===== src/rtl/fp_fft_bf_sequencer_if.sv =====
// Control bus between the FFT butterfly sequencer and its surroundings:
// start/busy/done handshake, sample RAM / twiddle ROM read side,
// butterfly valids and the write-back side.
interface fp_fft_bf_sequencer_if #(
  parameter int unsigned LOG2N = 6
);
  logic             start;
  logic             busy;
  logic             done;
  logic             rd_en;
  logic [LOG2N-1:0] rd_addr_a;
  logic [LOG2N-1:0] rd_addr_b;
  logic [LOG2N-2:0] tw_addr;
  logic             bf_valid_in;
  logic             bf_valid_out;
  logic             wr_en;
  logic [LOG2N-1:0] wr_addr_a;
  logic [LOG2N-1:0] wr_addr_b;
  logic             err;

  // Sequencer side
  modport master (
    input  start, bf_valid_out,
    output busy, done, rd_en, rd_addr_a, rd_addr_b, tw_addr,
           bf_valid_in, wr_en, wr_addr_a, wr_addr_b, err
  );

  // Environment side (frame buffer control, RAM/ROM, butterfly)
  modport slave (
    output start, bf_valid_out,
    input  busy, done, rd_en, rd_addr_a, rd_addr_b, tw_addr,
           bf_valid_in, wr_en, wr_addr_a, wr_addr_b, err
  );
endinterface


===== src/rtl/fp_fft_bf_sequencer.sv =====
// Address/valid sequencer for an in-place radix-2 DIT FFT. Walks LOG2N
// stages of N/2 butterflies, issues read and twiddle addresses, and
// replays each read pair as the write-back pair when the butterfly
// result returns. Each stage drains fully before the next one reads.
module fp_fft_bf_sequencer #(
  parameter int unsigned N      = 64,
  parameter int unsigned LOG2N  = 6,
  parameter int unsigned BF_LAT = 0
) (
  input logic                   clk,
  input logic                   rst_n,
  fp_fft_bf_sequencer_if.master bus
);

  localparam int unsigned AW     = LOG2N;
  localparam int unsigned TW     = LOG2N - 1;
  localparam int unsigned KW     = LOG2N - 1;
  localparam int unsigned SW     = $clog2(LOG2N + 1);
  localparam int unsigned PD     = 1 + BF_LAT;
  localparam int unsigned DCW    = $clog2(BF_LAT + 2);
  localparam int unsigned HALF_N = N / 2;

  typedef enum logic [1:0] {IDLE, ISSUE, DRAIN, DONE} state_t;

  state_t         state_q, state_d;
  logic [SW-1:0]  s_q, s_d;
  logic [KW-1:0]  k_q, k_d;
  logic [DCW-1:0] dcnt_q, dcnt_d;

  logic           busy_q, busy_d;
  logic           done_q, done_d;
  logic           rd_en_q, rd_en_d;
  logic [AW-1:0]  rd_addr_a_q, rd_addr_a_d;
  logic [AW-1:0]  rd_addr_b_q, rd_addr_b_d;
  logic [TW-1:0]  tw_addr_q, tw_addr_d;
  logic           bf_valid_in_q, bf_valid_in_d;
  logic           err_q, err_d;

  // Write-back address pipeline, one slot per cycle of butterfly latency
  logic [PD-1:0]  pv_q, pv_d;
  logic [AW-1:0]  pa_q [PD];
  logic [AW-1:0]  pa_d [PD];
  logic [AW-1:0]  pb_q [PD];
  logic [AW-1:0]  pb_d [PD];

  logic [AW-1:0]  kx, half, pos, grp, base, twx;

  // Next-state: stage/butterfly counters and drain timer
  always_comb begin
    state_d = state_q;
    s_d     = s_q;
    k_d     = k_q;
    dcnt_d  = dcnt_q;
    case (state_q)
      IDLE: begin
        if (bus.start) begin
          state_d = ISSUE;
          s_d     = '0;
          k_d     = '0;
        end
      end
      ISSUE: begin
        if (k_q == KW'(HALF_N - 1)) begin
          state_d = DRAIN;
          k_d     = '0;
          dcnt_d  = '0;
        end else begin
          k_d = k_q + KW'(1);
        end
      end
      DRAIN: begin
        if (dcnt_q == DCW'(BF_LAT)) begin
          if (s_q == SW'(LOG2N - 1)) begin
            state_d = DONE;
          end else begin
            state_d = ISSUE;
            s_d     = s_q + SW'(1);
            k_d     = '0;
          end
        end else begin
          dcnt_d = dcnt_q + DCW'(1);
        end
      end
      DONE: begin
        state_d = IDLE;
        s_d     = '0;
      end
      default: state_d = IDLE;
    endcase
  end

  // Next outputs from next state: read addresses, status, write-back pipe
  always_comb begin
    half = AW'(1) << s_d;
    kx   = AW'(k_d);
    pos  = kx & (half - AW'(1));
    grp  = kx >> s_d;
    base = ((grp << s_d) << 1) | pos;
    twx  = pos << (SW'(TW) - s_d);

    rd_en_d       = (state_d == ISSUE);
    rd_addr_a_d   = rd_en_d ? base : '0;
    rd_addr_b_d   = rd_en_d ? (base | half) : '0;
    tw_addr_d     = rd_en_d ? TW'(twx) : '0;
    busy_d        = (state_d == ISSUE) || (state_d == DRAIN);
    done_d        = (state_d == DONE);
    bf_valid_in_d = rd_en_q;
    // A result with no matching issued pair is a protocol error
    err_d         = err_q | (bus.bf_valid_out & ~pv_q[PD-1]);

    pv_d[0] = rd_en_q;
    pa_d[0] = rd_addr_a_q;
    pb_d[0] = rd_addr_b_q;
    for (int i = 1; i < int'(PD); i++) begin
      pv_d[i] = pv_q[i-1];
      pa_d[i] = pa_q[i-1];
      pb_d[i] = pb_q[i-1];
    end
  end

  // State and registered outputs, synchronous reset
  always_ff @(posedge clk) begin
    if (!rst_n) begin
      state_q       <= IDLE;
      s_q           <= '0;
      k_q           <= '0;
      dcnt_q        <= '0;
      busy_q        <= 1'b0;
      done_q        <= 1'b0;
      rd_en_q       <= 1'b0;
      rd_addr_a_q   <= '0;
      rd_addr_b_q   <= '0;
      tw_addr_q     <= '0;
      bf_valid_in_q <= 1'b0;
      err_q         <= 1'b0;
      pv_q          <= '0;
      for (int i = 0; i < int'(PD); i++) begin
        pa_q[i] <= '0;
        pb_q[i] <= '0;
      end
    end else begin
      state_q       <= state_d;
      s_q           <= s_d;
      k_q           <= k_d;
      dcnt_q        <= dcnt_d;
      busy_q        <= busy_d;
      done_q        <= done_d;
      rd_en_q       <= rd_en_d;
      rd_addr_a_q   <= rd_addr_a_d;
      rd_addr_b_q   <= rd_addr_b_d;
      tw_addr_q     <= tw_addr_d;
      bf_valid_in_q <= bf_valid_in_d;
      err_q         <= err_d;
      pv_q          <= pv_d;
      pa_q          <= pa_d;
      pb_q          <= pb_d;
    end
  end

  assign bus.busy        = busy_q;
  assign bus.done        = done_q;
  assign bus.rd_en       = rd_en_q;
  assign bus.rd_addr_a   = rd_addr_a_q;
  assign bus.rd_addr_b   = rd_addr_b_q;
  assign bus.tw_addr     = tw_addr_q;
  assign bus.bf_valid_in = bf_valid_in_q;
  // Write strobe follows the butterfly directly so results land before
  // the next stage's first read.
  assign bus.wr_en       = bus.bf_valid_out;
  assign bus.wr_addr_a   = pa_q[PD-1];
  assign bus.wr_addr_b   = pb_q[PD-1];
  assign bus.err         = err_q;

endmodule


===== src/flat_wrapper.sv =====
// flat-port wrapper written by rule: the top's interface ports become plain ports
module fp_fft_bf_sequencer_flat 
#(
  parameter int unsigned N      = 64,
  parameter int unsigned LOG2N  = 6,
  parameter int unsigned BF_LAT = 0
)
  (clk, rst_n, bus_start, bus_bf_valid_out, bus_busy, bus_done, bus_rd_en, bus_rd_addr_a, bus_rd_addr_b, bus_tw_addr, bus_bf_valid_in, bus_wr_en, bus_wr_addr_a, bus_wr_addr_b, bus_err);
  fp_fft_bf_sequencer_if #(.LOG2N(LOG2N)) bus_i ();
  input logic clk;
  input logic rst_n;
  input wire logic [$bits(bus_i.start)-1:0] bus_start;
  input wire logic [$bits(bus_i.bf_valid_out)-1:0] bus_bf_valid_out;
  output wire logic [$bits(bus_i.busy)-1:0] bus_busy;
  output wire logic [$bits(bus_i.done)-1:0] bus_done;
  output wire logic [$bits(bus_i.rd_en)-1:0] bus_rd_en;
  output wire logic [$bits(bus_i.rd_addr_a)-1:0] bus_rd_addr_a;
  output wire logic [$bits(bus_i.rd_addr_b)-1:0] bus_rd_addr_b;
  output wire logic [$bits(bus_i.tw_addr)-1:0] bus_tw_addr;
  output wire logic [$bits(bus_i.bf_valid_in)-1:0] bus_bf_valid_in;
  output wire logic [$bits(bus_i.wr_en)-1:0] bus_wr_en;
  output wire logic [$bits(bus_i.wr_addr_a)-1:0] bus_wr_addr_a;
  output wire logic [$bits(bus_i.wr_addr_b)-1:0] bus_wr_addr_b;
  output wire logic [$bits(bus_i.err)-1:0] bus_err;
  assign bus_i.start = bus_start;
  assign bus_i.bf_valid_out = bus_bf_valid_out;
  assign bus_busy = bus_i.busy;
  assign bus_done = bus_i.done;
  assign bus_rd_en = bus_i.rd_en;
  assign bus_rd_addr_a = bus_i.rd_addr_a;
  assign bus_rd_addr_b = bus_i.rd_addr_b;
  assign bus_tw_addr = bus_i.tw_addr;
  assign bus_bf_valid_in = bus_i.bf_valid_in;
  assign bus_wr_en = bus_i.wr_en;
  assign bus_wr_addr_a = bus_i.wr_addr_a;
  assign bus_wr_addr_b = bus_i.wr_addr_b;
  assign bus_err = bus_i.err;
  fp_fft_bf_sequencer #(.N(N), .LOG2N(LOG2N), .BF_LAT(BF_LAT)) u_core (.clk(clk), .rst_n(rst_n), .bus(bus_i));
endmodule

===== config.mk =====
export PLATFORM = sky130hd
export DESIGN_NAME = fp_fft_bf_sequencer_flat
export DESIGN_NICKNAME = d
export VERILOG_FILES = /design/src/rtl/fp_fft_bf_sequencer_if.sv /design/src/rtl/fp_fft_bf_sequencer.sv /design/src/flat_wrapper.sv
export SDC_FILE = /design/constraint.sdc
export NUM_CORES = 1
export LEC_CHECK = 0
export ABC_AREA = 1
export BUFFER_PORTS_ARGS = -buffer_cell sky130_fd_sc_hd__clkbuf_2
export CAP_MARGIN = 20
export CORE_UTILIZATION = 45
export CTS_BUF_LIST = sky130_fd_sc_hd__clkbuf_16
export CTS_CLUSTER_DIAMETER = 40
export DETAILED_ROUTE_END_ITERATION = 10
export HOLD_SLACK_MARGIN = 0.12
export PLACE_DENSITY = 0.73
export SETUP_SLACK_MARGIN = 0.02
export SLEW_MARGIN = 20
export SYNTH_ARGS = -nofsm -noshare
export SYNTH_HDL_FRONTEND = slang
export SYNTH_SLANG_ARGS = --single-unit

===== constraint.sdc =====
create_clock -name clk -period 3.4 [get_ports clk]
set_input_delay 0.17 -clock clk [delete_from_list [all_inputs] [get_ports clk]]
set_output_delay 0.17 -clock clk [all_outputs]
set_load 0.02 [all_outputs]

== Word level (Yosys, flattened, before mapping) ==
Cells that the tools add are included.
Storage, ports and cells
  bits in registers: 45
  output and inout port bits: 35
  word-level logic and storage cells: 60
  bits of input ports: 4
Operators by class
  equal/unequal tests: 9
  shift operators: 4
  $add $sub $neg: 5
  bitwise operators: 6
  multiplexer cells: 17
  reductions and logical operators: 5
Operators with widths (number)
  $mux W5: 4
  $pmux W5 S3: 1
  $or A6 B6 Y6: 2
  $shl A6 B3 Y5: 2
  $mux W3: 3
  $pmux W3 S3: 1
  $eq A2 B2 Y1 const B: 4
  $mux W2: 4
  $pmux W2 S4: 1
  $and A5 B6 Y6: 1
  $shl A1 B3 Y6 const A: 1
  $shr A5 B3 Y6: 1
  $sub A6 B1 Y6 const B: 1
  $add A5 B1 Y5 const B: 1
  $eq A5 B5 Y1 const B: 1
  $eq A2 B1 Y1 const B: 2
  $reduce_and A2 Y1: 2
  $add A3 B1 Y3 const B: 1
  $eq A3 B3 Y1 const B: 1
  $sub A3 B3 Y3 const A: 1
  $logic_not A2 Y1: 1
  $mux W1: 2
  $ne A2 B1 Y1 const B: 1
  $pmux W1 S2: 1
  6 further kinds: 6

== Longest topological paths before layout ==
  word-level depth: 9
  gate-level depth with buffers: 21
  gate-level depth less buffers: 21

== Least setup slack after synthesis ==
OpenSTA, ideal clock, no wires.
  path kind: reg2reg
  from: reg u_core.s_q[0]
  to: reg u_core.tw_addr_q[4] (netlist: u_core.bus.tw_addr[4])
  path buffers: 1
  cell stages (with the launch flop): 16
  required time: 3.336 ns
  setup slack: 1.074 ns
  data arrival time: 2.262 ns
  cell sequence: dfxtp_1 -> ha_1 -> nand2_1 -> inv_1 -> nand2_2 -> nand3_1 -> nand2_1 -> buf_2 -> nor2_1 -> nand2_1 -> ha_1 -> nor2_1 -> nand2_1 -> a21oi_1 -> nor2_1 -> nor2_1
Between the ends
  cells in the longest elaborated chain, start to end: 8
Ends and longest elaborated chain
  from (decl): line fp_fft_bf_sequencer.sv:26  | logic [SW-1:0] s_q, s_d;
  from (signal assigned): line fp_fft_bf_sequencer.sv:125  | s_q <= '0;
  from (signal assigned): line fp_fft_bf_sequencer.sv:143  | s_q <= s_d;
  $add A3 B1 Y3 / $eq A3 B3 Y1 (equally long branches): line fp_fft_bf_sequencer.sv:77, fp_fft_bf_sequencer.sv:73
  $mux W3: line fp_fft_bf_sequencer.sv:73  | if (s_q == SW'(LOG2N - 1)) begin
  $mux W3: line fp_fft_bf_sequencer.sv:72  | if (dcnt_q == DCW'(BF_LAT)) begin
  $pmux W3 S3: line fp_fft_bf_sequencer.sv:54  | case (state_q)
  $shl A1 B3 Y6: line fp_fft_bf_sequencer.sv:94  | half = AW'(1) << s_d;
  $sub A6 B1 Y6: line fp_fft_bf_sequencer.sv:96  | pos = kx & (half - AW'(1));
  $and A5 B6 Y6: line fp_fft_bf_sequencer.sv:96
  $shl A6 B3 Y5: line fp_fft_bf_sequencer.sv:99  | twx = pos << (SW'(TW) - s_d);
  to (signal assigned): line fp_fft_bf_sequencer.sv:151  | tw_addr_q <= tw_addr_d;
  to (decl): line fp_fft_bf_sequencer.sv:35  | logic [TW-1:0] tw_addr_q, tw_addr_d;
Several ways; a longest one is shown, not always the timed one.
A chain may end at the register's enable or synchronous reset.

== Worst setup path after layout ==
  from: reg u_core.s_q[0]
  to: reg u_core.tw_addr_q[3] (netlist: u_core.bus.tw_addr[3])
Same word-level chain as after synthesis.

==> impl.org <==
** STA
- Final Critical Period :: 2.58 ns
- Accumulated negative setup slack :: 0 ns
- The max-slew violation count came to 0.
- Setup-failing EPs final :: 0
- The number of endpoints with negative hold slack in the final report is 0.
- Based on the critical path, the design can be clocked at up to 388 MHz.
- Portion of the clock cycle consumed by the worst path in the final layout :: 75.8%
- For the pin with the worst max-slew slack, the measured transition is 0.605 ns.
- The clock arrives with 0.00407 ns of skew.
- Measured against its own limit, the worst slew margin works out to 59.5%.
- Worst Slack Setup Final :: 0.821 ns
- Setup repair after global routing missed its margin :: no

** Clocking
- Clock tree synthesis selected as its root buffer the cell sky130_fd_sc_hd__clkbuf_16.
- Sinks on the clock net :: 44
- Hold Buf Count CTS :: 0
- The H-tree was split into 2 levels.
- TritonCTS created 5 clock buffers.
- TritonCTS built the clock tree.
- After clock tree synthesis, the setup repair step added 0 buffers.
- Number of buffers on the longest clock path :: 2
- Clock latency on the worst-skew pair, taken at its later pin, is 0.28 ns.
- Total of cells resized after clock tree synthesis :: 0
- Clock-pin slew was measured on the worst setup and hold paths at 0.06 ns.

** Finish
- The area growth from synthesis to layout is 18.4%.
- Highest-count cells in the layout ignoring fill and taps :: sky130_fd_sc_hd__nand2_1 (94), sky130_fd_sc_hd__dfxtp_1 (44), sky130_fd_sc_hd__inv_1 (42), sky130_fd_sc_hd__clkbuf_2 (38), sky130_fd_sc_hd__nor2_1 (29)
- For this run, the post-layout net count is 348.
- Total inserted antenna cells :: 0
- Leaving out filler cells and counting taps, the final layout contains 390.
- Fillers :: 418
- The finished cells cover 0.00246 mm².
- Most common library cell in the layout ignoring fill and taps :: sky130_fd_sc_hd__nand2_1
- In the final layout, the share of cells above drive strength 1 is 18.9%.

** Status
- Status :: finished, final reports clean

** Route
- Detailed-routing iteration count for the pre-antenna-repair pass :: 4
- After detailed routing, the average wire length per cell comes to 11.7 µm.
- Number of routed nets with antenna violations :: 0
- Routed wire length :: 4.55 mm
- Using the TritonRoute via totals, the vias-per-cell ratio works out to 5.00.
- The first routing iteration left 70 violations.
- For this run, design rule violations remaining after detail routing come to 0.
- For this block, the via count after detailed routing is 1,950.

** Pwr
- P_leak :: 1.33 nW
- Total power for the finished layout comes to 1.13 mW.
- Power spread over the standard cell area amounts to 459 mW/mm².
- IR analysis of the VDD net gives a maximum drop of 0.169 mV.

** Placement
- Dpl cells :: 382
- Summing all placed instances gives a cell area of 0.00229 mm².
- Count of input and output buffers :: 38
- Pre-CTS worst setup slack :: 0.903 ns
- Detailed placement HPWL :: 3.32 mm
- RD Place Congestion :: 0.961

** GRT
- Wire length of the first global-routing pass :: 7.49 mm
- The total overflow left after global routing is 0.
- Largest net degree at the start of global routing :: 19
- The initial antenna violation count was 0.
- Overall routing resource usage :: 19.3%
- Number of global-route vias before repair :: 1,696

** Critical path
- At the worst endpoint, the required time is 3.62 ns.
- Tracing the worst setup path back leads to its startpoint at u_core.s_q[0]$_SDFF_PN0_.
- The endpoint identified for the worst register-to-register timing path is u_core.bus.tw_addr[3]$_SDFF_PP0_.
- Reg2Reg Depth :: 16
- Data on the critical path arrives at its endpoint at 2.79 ns.
- The worst setup path is launched from a flop.
- Startpoint of the most critical register-to-register path :: u_core.s_q[0]$_SDFF_PN0_
- The critical path in this run is classified as reg -> reg.
- Setup slack on the worst flop-to-flop path :: 0.82 ns
- In this run the worst path has a maximum fanout of 18.
- Worst setup path endpoint :: u_core.bus.tw_addr[3]$_SDFF_PP0_
- STA classifies the critical path endpoint as a flop.

** Yosys
- In this run the cell area of the synthesized design comes to 0.00207 mm².
- After synthesis the netlist holds a flip-flop and latch count of 44.
- Number of standard cells after synthesis :: 299
- Post-synthesis sequential area ratio :: 42.5%
- The synthesized design contains 0 enable-type register cells.
- Primary FF master, synth :: sky130_fd_sc_hd__dfxtp_1
- In this run the mean area of a mapped cell was 6.94 µm².
- Synthesis produced a netlist with a net count of 310.
- The Yosys step of the flow raised 0 warnings.
- For this run, asynchronously set or reset flops after synthesis account for 0%.
- Cell variety after synth :: 30

** Floorplanning
- Placeable core region :: 0.00438 mm²
- Die footprint :: 0.00489 mm²
- Top Ports :: 39
- The floorplan step set the die height to 69.9 µm.
- Once the floorplan was initialized, standard cells occupied 47.3% of the core.
- The floorplan step set the die width to 69.9 µm.
- Core Rows :: 24

** Flow run
- Max_cap viols :: 0

** Hold path
- Worst hold path type :: in -> reg
[metal layers]
metal	vias up	GRT usage, %	wire length, µm
met5	-	0	0
met4	0	9.33	93
met3	12	4.76	249
met2	65	31.6	2120
met1	867	23.7	2090
li1	1006	-	-
[flip-flops by register name (all words and copies together) (netlist names)]
signal / cells
u_core.bus.done: 1
u_core.pv_q: 1
u_core.bus.err: 1
u_core.s_q: 3
u_core.bus.tw_addr: 5
u_core.bus.rd_addr_a: 6
u_core.bus.wr_addr_b: 6
u_core.state_q: 2
u_core.k_q: 5
u_core.bus.rd_addr_b: 6
u_core.bus.busy: 1
u_core.bus.wr_addr_a: 6
u_core.bus.rd_en: 1
[how the worst min path moves through the flow]
stage,from,to,cells past startpoint
floorplan,bus_bf_valid_out,u_core.bus.err$_SDFF_PN0_,2
global placement,bus_bf_valid_out,u_core.bus.err$_SDFF_PN0_,3
finish,bus_bf_valid_out,u_core.bus.err$_SDFF_PN0_,3
detailed placement,u_core.bus.rd_addr_a[0]$_SDFF_PN0_,u_core.bus.wr_addr_a[0]$_SDFF_PN0_,2
global route,bus_bf_valid_out,u_core.bus.err$_SDFF_PN0_,3
CTS,bus_bf_valid_out,u_core.bus.err$_SDFF_PN0_,3
[report_power, final]
| group | total [mW] | leakage [nW] | switching [mW] | internal (mW) |
|---|---|---|---|---|
| clock network | 0.524 | 0.0850 | 0.182 | 0.342 |
| registers | 0.534 | 0.357 | 0.00724 | 0.526 |
| logic | 0.0697 | 0.885 | 0.0496 | 0.0201 |
| total | 1.13 | 1.33 | 0.239 | 0.888 |
[final cells by class]
type / count / area [µm²] / area share, %
Multi-Input combinational cell: 198 / 965 / 39.3
Sequential cell: 44 / 881 / 35.9
Timing Repair Buffer: 39 / 198 / 8.05
Tap cell: 52 / 65.1 / 2.65
Clock buffer: 5 / 125 / 5.09
Clock inverter: 3 / 38.8 / 1.58
Inverter: 49 / 184 / 7.49
[logic make-up (layout without fill, tap and decap cells)]
kind of cell	Yosys count	after routing	synth area share, %
compound gates	26	26	7.54
buf+inv	57	96	11.0
fa+ha+maj	7	7	4.22
simple gates	165	165	34.7
flops	44	44	42.5
[synthesized netlist by cell type (3+ instances only)]
library cell              count  share of area [%]
sky130_fd_sc_hd__nand2_1     94                 17
sky130_fd_sc_hd__dfxtp_1     44                 42
sky130_fd_sc_hd__inv_1       41                7.4
sky130_fd_sc_hd__nor2_1      29                5.2
sky130_fd_sc_hd__nand3_1     28                6.8
sky130_fd_sc_hd__a21oi_1     10                2.4
sky130_fd_sc_hd__ha_1         7                4.2
sky130_fd_sc_hd__inv_2        7                1.3
sky130_fd_sc_hd__o21ai_1      6                1.4
sky130_fd_sc_hd__a31oi_1      3               0.90
sky130_fd_sc_hd__buf_2        3               0.72
sky130_fd_sc_hd__nand4_1      3               0.90
[stage by stage]
step,utilization (%),hold WS [ns]
floorplan,-,0.315
global placement,52.3,0.416
detailed placement,52.3,0.427
CTS,56.0,0.142
global route,56.0,0.166
finish,56.0,0.139
[critical path, stage by stage (launching register included)]
cell	delay [ns]
sky130_fd_sc_hd__dfxtp_1	0.46
sky130_fd_sc_hd__ha_1	0.26
sky130_fd_sc_hd__nand2_1	0.11
sky130_fd_sc_hd__inv_1	0.09
sky130_fd_sc_hd__nand2_2	0.08
sky130_fd_sc_hd__nand2_1	0.07
sky130_fd_sc_hd__nand2_1	0.08
sky130_fd_sc_hd__o21ai_4	0.24
sky130_fd_sc_hd__nor2_1	0.15
sky130_fd_sc_hd__nand2_1	0.13
sky130_fd_sc_hd__ha_1	0.17
sky130_fd_sc_hd__inv_1	0.07
sky130_fd_sc_hd__a21boi_1	0.19
sky130_fd_sc_hd__o21ai_1	0.13
sky130_fd_sc_hd__nor2_1	0.11
sky130_fd_sc_hd__nor2_1	0.05
sky130_fd_sc_hd__a21oi_1	0.11
Power figures use the tool's default switching activity.
